`src/rtl/instr_fetch_ctrl_pkg.sv`:
```
// Shared types for the instruction fetch/decode controller.
// Opcodes, FSM states, ALU selects and instruction field positions.
package instr_fetch_pkg;

    localparam int OP_HI = 6;
    localparam int OP_LO = 4;
    localparam int RD_HI = 3;
    localparam int RS_HI = 1;

    typedef enum logic [2:0] {
        OP_NOOP  = 3'b000,
        OP_STORE = 3'b001,
        OP_LOAD  = 3'b010,
        OP_ADD   = 3'b011,
        OP_SUB   = 3'b100,
        OP_HALT  = 3'b101,
        OP_RSV6  = 3'b110,
        OP_RSV7  = 3'b111
    } opcode_t;

    // The five execute states share S_EXEC; the IR opcode selects which one.
    typedef enum logic [2:0] {
        S_INIT   = 3'd0,
        S_WAIT   = 3'd1,
        S_FETCH  = 3'd2,
        S_DECODE = 3'd3,
        S_EXEC   = 3'd4,
        S_HALT   = 3'd5
    } state_t;

    typedef enum logic [1:0] {
        ALU_PASS = 2'b00,
        ALU_ADD  = 2'b01,
        ALU_SUB  = 2'b10
    } alu_sel_t;

    function automatic opcode_t op_of(input logic [6:0] w);
        return opcode_t'(w[OP_HI:OP_LO]);
    endfunction

endpackage

```
`src/rtl/instr_fetch_ctrl_if.sv`:
```
// ROM bus and datapath control bundle of the fetch controller.
// master = controller side, slave = ROM/datapath side.
interface instr_fetch_ctrl_if #(parameter int PC_W = 7);

    logic [6:0]      Instr;
    logic [PC_W-1:0] PC;
    logic [6:0]      IR;
    logic            RF_W_en;
    logic [1:0]      RF_W_addr;
    logic [1:0]      RF_Ra_addr;
    logic [1:0]      RF_Rb_addr;
    logic            RF_s;
    logic [1:0]      ALU_s;
    logic [3:0]      D_Addr;
    logic            D_Wr;
    logic            Halted;
    logic [2:0]      State;

    modport master (
        input  Instr,
        output PC, IR, RF_W_en, RF_W_addr, RF_Ra_addr, RF_Rb_addr,
        output RF_s, ALU_s, D_Addr, D_Wr, Halted, State
    );

    modport slave (
        output Instr,
        input  PC, IR, RF_W_en, RF_W_addr, RF_Ra_addr, RF_Rb_addr,
        input  RF_s, ALU_s, D_Addr, D_Wr, Halted, State
    );

endinterface

```
`src/rtl/instr_fetch_ctrl_pc_counter.sv`:
```
// Program counter with synchronous active-low clear.
// Increments by one when inc is high, wrapping naturally at 2**PC_W.
module pc_counter #(
    parameter int PC_W = 7
) (
    input  logic            Clk,
    input  logic            Reset,
    input  logic            inc,
    output logic [PC_W-1:0] pc
);

    // Clear on reset, otherwise advance on request.
    always_ff @(posedge Clk) begin
        if (!Reset) begin
            pc <= '0;
        end else if (inc) begin
            pc <= pc + PC_W'(1);
        end
    end

endmodule

```
`src/rtl/instr_fetch_ctrl.sv`:
```
// Fetch/decode controller behind a registered-address, registered-data ROM.
// Waits out ROM latency, latches IR, decodes and drives one control cycle.
module instr_fetch_ctrl
    import instr_fetch_pkg::*;
#(
    parameter int ROM_LAT = 2,
    parameter int PC_W    = 7
) (
    input  logic                  Clk,
    input  logic                  Reset,
    instr_fetch_ctrl_if.master    bus
);

    localparam logic [1:0] LAST = 2'(ROM_LAT - 1);

    state_t     state;
    state_t     nxt;
    logic [1:0] cnt;
    logic [1:0] cnt_nxt;
    logic [6:0] ir;
    opcode_t    op;

    logic       w_en;
    logic [1:0] w_addr;
    logic [1:0] ra_addr;
    logic [1:0] rb_addr;
    logic       rf_s;
    alu_sel_t   alu_s;
    logic [3:0] d_addr;
    logic       d_wr;

    assign op = op_of(ir);

    pc_counter #(.PC_W(PC_W)) u_pc (
        .Clk   (Clk),
        .Reset (Reset),
        .inc   (state == S_FETCH),
        .pc    (bus.PC)
    );

    // State, wait counter and instruction register.
    always_ff @(posedge Clk) begin
        if (!Reset) begin
            state <= S_INIT;
            cnt   <= '0;
            ir    <= '0;
        end else begin
            state <= nxt;
            cnt   <= cnt_nxt;
            if (state == S_FETCH) begin
                ir <= bus.Instr;
            end
        end
    end

    // Next state: ROM_LAT wait cycles, fetch, decode, one execute cycle.
    always_comb begin
        nxt     = state;
        cnt_nxt = cnt;
        unique case (state)
            S_INIT: begin
                nxt     = S_WAIT;
                cnt_nxt = '0;
            end
            S_WAIT: begin
                if (cnt == LAST) begin
                    nxt     = S_FETCH;
                    cnt_nxt = '0;
                end else begin
                    cnt_nxt = cnt + 2'd1;
                end
            end
            S_FETCH:  nxt = S_DECODE;
            S_DECODE: nxt = (op == OP_HALT) ? S_HALT : S_EXEC;
            S_EXEC: begin
                nxt     = S_WAIT;
                cnt_nxt = '0;
            end
            S_HALT:   nxt = S_HALT;
            default:  nxt = S_INIT;
        endcase
    end

    // Moore control outputs from state and IR.
    always_comb begin
        w_en    = 1'b0;
        w_addr  = '0;
        ra_addr = '0;
        rb_addr = '0;
        rf_s    = 1'b0;
        alu_s   = ALU_PASS;
        d_addr  = '0;
        d_wr    = 1'b0;
        unique case (state)
            S_DECODE: begin
                ra_addr = ir[RD_HI -: 2];
                rb_addr = ir[RS_HI -: 2];
            end
            S_EXEC: begin
                unique case (op)
                    OP_LOAD: begin
                        w_en   = 1'b1;
                        rf_s   = 1'b1;
                        w_addr = ir[RD_HI -: 2];
                        d_addr = {2'b00, ir[RS_HI -: 2]};
                    end
                    OP_STORE: begin
                        d_wr    = 1'b1;
                        d_addr  = {2'b00, ir[RS_HI -: 2]};
                        ra_addr = ir[RD_HI -: 2];
                    end
                    OP_ADD, OP_SUB: begin
                        ra_addr = ir[RD_HI -: 2];
                        rb_addr = ir[RS_HI -: 2];
                        alu_s   = (op == OP_ADD) ? ALU_ADD : ALU_SUB;
                        w_en    = 1'b1;
                        w_addr  = ir[RD_HI -: 2];
                    end
                    default: ;
                endcase
            end
            default: ;
        endcase
    end

    assign bus.IR         = ir;
    assign bus.RF_W_en    = w_en;
    assign bus.RF_W_addr  = w_addr;
    assign bus.RF_Ra_addr = ra_addr;
    assign bus.RF_Rb_addr = rb_addr;
    assign bus.RF_s       = rf_s;
    assign bus.ALU_s      = alu_s;
    assign bus.D_Addr     = d_addr;
    assign bus.D_Wr       = d_wr;
    assign bus.Halted     = (state == S_HALT);
    assign bus.State      = state;

endmodule
```
`src/flat_wrapper.sv`:
```
// flat-port wrapper written by rule: the top's interface ports become plain ports
module instr_fetch_ctrl_flat import instr_fetch_pkg::*;
#(
    parameter int ROM_LAT = 2,
    parameter int PC_W    = 7
)
  (Clk, Reset, bus_Instr, bus_PC, bus_IR, bus_RF_W_en, bus_RF_W_addr, bus_RF_Ra_addr, bus_RF_Rb_addr, bus_RF_s, bus_ALU_s, bus_D_Addr, bus_D_Wr, bus_Halted, bus_State);
  instr_fetch_ctrl_if #(.PC_W(PC_W)) bus_i ();
  input  logic Clk;
  input  logic Reset;
  input wire logic [$bits(bus_i.Instr)-1:0] bus_Instr;
  output wire logic [$bits(bus_i.PC)-1:0] bus_PC;
  output wire logic [$bits(bus_i.IR)-1:0] bus_IR;
  output wire logic [$bits(bus_i.RF_W_en)-1:0] bus_RF_W_en;
  output wire logic [$bits(bus_i.RF_W_addr)-1:0] bus_RF_W_addr;
  output wire logic [$bits(bus_i.RF_Ra_addr)-1:0] bus_RF_Ra_addr;
  output wire logic [$bits(bus_i.RF_Rb_addr)-1:0] bus_RF_Rb_addr;
  output wire logic [$bits(bus_i.RF_s)-1:0] bus_RF_s;
  output wire logic [$bits(bus_i.ALU_s)-1:0] bus_ALU_s;
  output wire logic [$bits(bus_i.D_Addr)-1:0] bus_D_Addr;
  output wire logic [$bits(bus_i.D_Wr)-1:0] bus_D_Wr;
  output wire logic [$bits(bus_i.Halted)-1:0] bus_Halted;
  output wire logic [$bits(bus_i.State)-1:0] bus_State;
  assign bus_i.Instr = bus_Instr;
  assign bus_PC = bus_i.PC;
  assign bus_IR = bus_i.IR;
  assign bus_RF_W_en = bus_i.RF_W_en;
  assign bus_RF_W_addr = bus_i.RF_W_addr;
  assign bus_RF_Ra_addr = bus_i.RF_Ra_addr;
  assign bus_RF_Rb_addr = bus_i.RF_Rb_addr;
  assign bus_RF_s = bus_i.RF_s;
  assign bus_ALU_s = bus_i.ALU_s;
  assign bus_D_Addr = bus_i.D_Addr;
  assign bus_D_Wr = bus_i.D_Wr;
  assign bus_Halted = bus_i.Halted;
  assign bus_State = bus_i.State;
  instr_fetch_ctrl #(.ROM_LAT(ROM_LAT), .PC_W(PC_W)) u_core (.Clk(Clk), .Reset(Reset), .bus(bus_i));
endmodule
```
`config.mk`:
```
export PLATFORM = sky130hd
export DESIGN_NAME = instr_fetch_ctrl_flat
export DESIGN_NICKNAME = d
export VERILOG_FILES = /design/src/rtl/instr_fetch_ctrl_pkg.sv /design/src/rtl/instr_fetch_ctrl_if.sv /design/src/rtl/instr_fetch_ctrl_pc_counter.sv /design/src/rtl/instr_fetch_ctrl.sv /design/src/flat_wrapper.sv
export SDC_FILE = /design/constraint.sdc
export NUM_CORES = 1
export LEC_CHECK = 0
export CORE_AREA = 10 10 61 83
export CTS_BUF_LIST = sky130_fd_sc_hd__clkbuf_4 sky130_fd_sc_hd__clkbuf_8
export DETAILED_ROUTE_END_ITERATION = 8
export DIE_AREA = 0 0 71 93
export MAX_ROUTING_LAYER = met4
export PLACE_DENSITY = 0.57
export SLEW_MARGIN = 10
export SYNTH_ARGS = -nofsm -noshare
export SYNTH_HDL_FRONTEND = slang
export SYNTH_HIERARCHICAL = 1
export SYNTH_SLANG_ARGS = --single-unit
```
`constraint.sdc`:
```
create_clock -name Clk -period 1.89 [get_ports Clk]
set_clock_uncertainty 0.15 [all_clocks]
set_input_delay 0.378 -clock Clk [delete_from_list [all_inputs] [get_ports Clk]]
set_output_delay 0.378 -clock Clk [all_outputs]
set_load 0.02 [all_outputs]
```
==> reports/results.txt <==
Post-synthesis cell count = 115
Die area = 6600 um^2
Worst min path class = flop to flop
Min Clock Period, post-route = 2040 ps
Setup WS pre-CTS = -359 ps
Num rows = 26
Worst reg2reg setup slack = 110 ps
Final Net Count = 189
Bufs and invs on worst path = 1
Area Growth Syn to Fin = 75.5%
Critical R2R Capture = u_core/u_pc/pc[5]$_SDFFE_PN0P_
Fill cells = 371
Ys Warns = 6
Die Span Y = 93 um
Reg2Reg Launch Point = u_core/bus.State[1]$_SDFFE_PN0P_
DR iter-0 viols = 13
Vias in the first global route = 1090
Critical path endpoint = bus_RF_s
Status = finished, violations left
First-pass GRT wire length = 5190 um
IO Count = 42
Max Cap Viol = 0
Slew Viols, Final = 0
Crit. End Element = output pin
CP max stage delay = 440 ps
IO buf count = 39
Final GP Congestion = 0.731
Pin count of the biggest net entering global routing = 12
Reg area = 387 um^2
Sequential area share after synthesis = 37.0%
Slowest stage cell, crit path = or3b_4
Synth async-reset ratio = 0%
RSZ-0062 raised after global routing = true
Drt drc = 0
R2r worst-path depth = 6
Total Power = 0.825 mW
Post-DP HPWL = 2400 um
Antenna violations before repair = 0
Initial Util = 28.7%
Placed Cells = 208
Final ANT Viol Nets = 0
Diodes inserted = 0
Synth Area per Inst = 8.94 um^2
Post-DP Area = 1600 um^2
Routed wire per std cell = 14.4 um
Vias per inst = 4.66
GRT overflow = 0
Final Setup Violations = 9
Final Non-Filler Cells = 220
Critical path peak fanout = 4
Final Hold Vio Count = 0
Leakage power = 0.770 nW
Top FF cell, synth = dfxtp_1
Hold Path Cell Cnt = 2
Clk pin slew, worst setup/hold paths = 70 ps
Synth cell types = 35
Routed wire length = 3170 um
Worst path required time = 1360 ps
Worst setup SP type = flop
PD cells = 457 nW/um^2
Chip Width = 71 um
Number of synthesized flops with an enable pin = 0
Worst path cell trace = or3b_4 > nor4b_4 > buf_4
Post-Syn Area = 1030 um^2
Tot GR Track Use = 9.56%
Synthesized flop and latch total = 19
Area taken by multi-input logic gates = 703 um^2
Worst-case clock buffer depth = 2
Final core occ = 50.5%
CTS buffer count = 3
DR pass1 iterations = 4
Clock insertion delay at the later pin of the skew report = 250 ps
Crit path max-delay family = simple AND/OR/NAND/NOR gates
Peak Freq = 490 MHz
Final Instance Area = 1810 um^2
Final WS setup = -153 ps
Vias = 1025
Clk root buf = clkbuf_8
Peak VDD IR = 0.378 mV
Core footprint = 3580 um^2
# H-tree levels = 1
Failing checks = setup timing
Setup crit start = u_core/bus.State[0]$_SDFFE_PN0P_
Arrival time worst endpoint = 1510 ps
Worst setup path category = flop to output pin
Layout cells sized above 1 = 41.6%
Worst path depth = 3
CTS tree = yes
Final Cycle Share = 108%
CTS Sinks = 19
## report_power, final
part / total (mW) / switching [mW] / internal [mW]
Clock: 0.277 / 0.131 / 0.146
Sequential: 0.418 / 0.00816 / 0.410
Combinational: 0.131 / 0.0593 / 0.0713
Total: 0.825 / 0.198 / 0.627
## sequential cells by signal, summed over array words and instances (netlist names)
name and count:
u_core/u_pc/pc 7, u_core/cnt 2, u_core/bus.State 3, u_core/bus.IR 7
## worst min-delay path by stage
stage / from / to / slack [ps]
after global placement: u_core/cnt[1]$_SDFFE_PN0P_ / u_core/cnt[1]$_SDFFE_PN0P_ / 290
after CTS: u_core/cnt[1]$_SDFFE_PN0P_ / u_core/cnt[1]$_SDFFE_PN0P_ / 320
after detailed placement: u_core/cnt[1]$_SDFFE_PN0P_ / u_core/cnt[1]$_SDFFE_PN0P_ / 310
after floorplan: u_core/cnt[1]$_SDFFE_PN0P_ / u_core/cnt[1]$_SDFFE_PN0P_ / 280
after global routing: u_core/cnt[1]$_SDFFE_PN0P_ / u_core/cnt[1]$_SDFFE_PN0P_ / 330
final: u_core/cnt[1]$_SDFFE_PN0P_ / u_core/cnt[1]$_SDFFE_PN0P_ / 320
## metrics by stage
| stage | setup TNS [ps] | hold WS [ps] |
|---|---|---|
| 3_3_place_gp | -3660 | 292 |
| 3_5_place_dp | -3820 | 306 |
| 5_1_grt | -1550 | 334 |
| 6_report | -759 | 319 |
| 4_1_cts | -862 | 319 |
| 2_1_floorplan | 0 | 279 |
## layout make-up
class	count	area share [%]
Clock buffer	3	2.29
Clock inverter	1	0.277
Inverter	1	0.208
Multi-Input combinational cell	88	38.9
Sequential cell	19	21.4
Tap cell	42	2.91
Timing Repair Buffer	66	34.0
## worst register-to-register path: stages (launching register included)
cell and delay, ps:
dfxtp_2 340, buf_6 110, buf_4 160, nor3b_4 260, nand4_1 180, or3_1 380, a21boi_1 140
## logic make-up after synthesis
group / count (synthesis) / share of synthesized area (%)
adders and majority gates: 1 / 1.22
and+or+nand+nor: 54 / 32.0
other: 1 / 0.365
xor gates and xnor gates: 6 / 5.11
buffers and inverters: 9 / 6.32
DFF: 19 / 37.0
AOI/OAI and AO/OA: 17 / 10.2
muxes: 8 / 7.79
## layer usage
metal | routed length [um] | vias to the layer above | global-route usage, %
met3 | 210 | 4 | 3.39
met5 | 0 | - | -
met4 | 46 | 0 | 2.59
li1 | - | 515 | -
met2 | 1570 | 33 | 16.2
met1 | 1350 | 473 | 10.3
## cells in the mapped netlist (all sizes together), types with 2 or more instances
master / count / area share, %
nor2b: 10 / 6.1
or3: 2 / 1.2
and2: 8 / 4.9
a21boi: 2 / 1.5
xnor2: 4 / 3.4
a21oi: 6 / 3.3
or3b: 2 / 1.9
nor2: 5 / 1.8
xor2: 2 / 1.7
nand2b: 2 / 1.2
nor3: 2 / 0.97
nand2: 9 / 3.3
mux2i: 8 / 7.8
nor3b: 5 / 3.7
o21ai: 6 / 2.9
nand4: 2 / 1.2
and3: 2 / 1.3
dfxtp: 19 / 37
nor4b: 2 / 1.7
buf: 7 / 5.6
## placed cells by master (no fill, tap or decap), drive strengths merged, types with 2 or more instances in the layout
| cell type | instances |
|---|---|
| buf | 41 |
| dfxtp | 19 |
| clkdlybuf4s50 | 17 |
| nor2b | 10 |
| nand2 | 9 |
| mux2i | 8 |
| and2 | 8 |
| a21oi | 6 |
| o21ai | 6 |
| dlygate4sd2 | 5 |
| nor2 | 5 |
| nor3b | 5 |
| xnor2 | 4 |
| clkbuf | 3 |
| dlymetal6s2s | 3 |
| or3b | 2 |
| nand2b | 2 |
| xor2 | 2 |
| conb | 2 |
| nand4 | 2 |
| or3 | 2 |
| a21boi | 2 |
| and3 | 2 |
| nor3 | 2 |
| nor4b | 2 |
## timing repair
item / 4_1_cts / 5_1_grt
hold buffers: 0 / 0
resized for setup: 96 / 21
endpoints found under the setup margin: 20 / 19
setup buffers: 6 / 3
pin swaps: 4 / 4
Power figures use the tool's default switching activity.
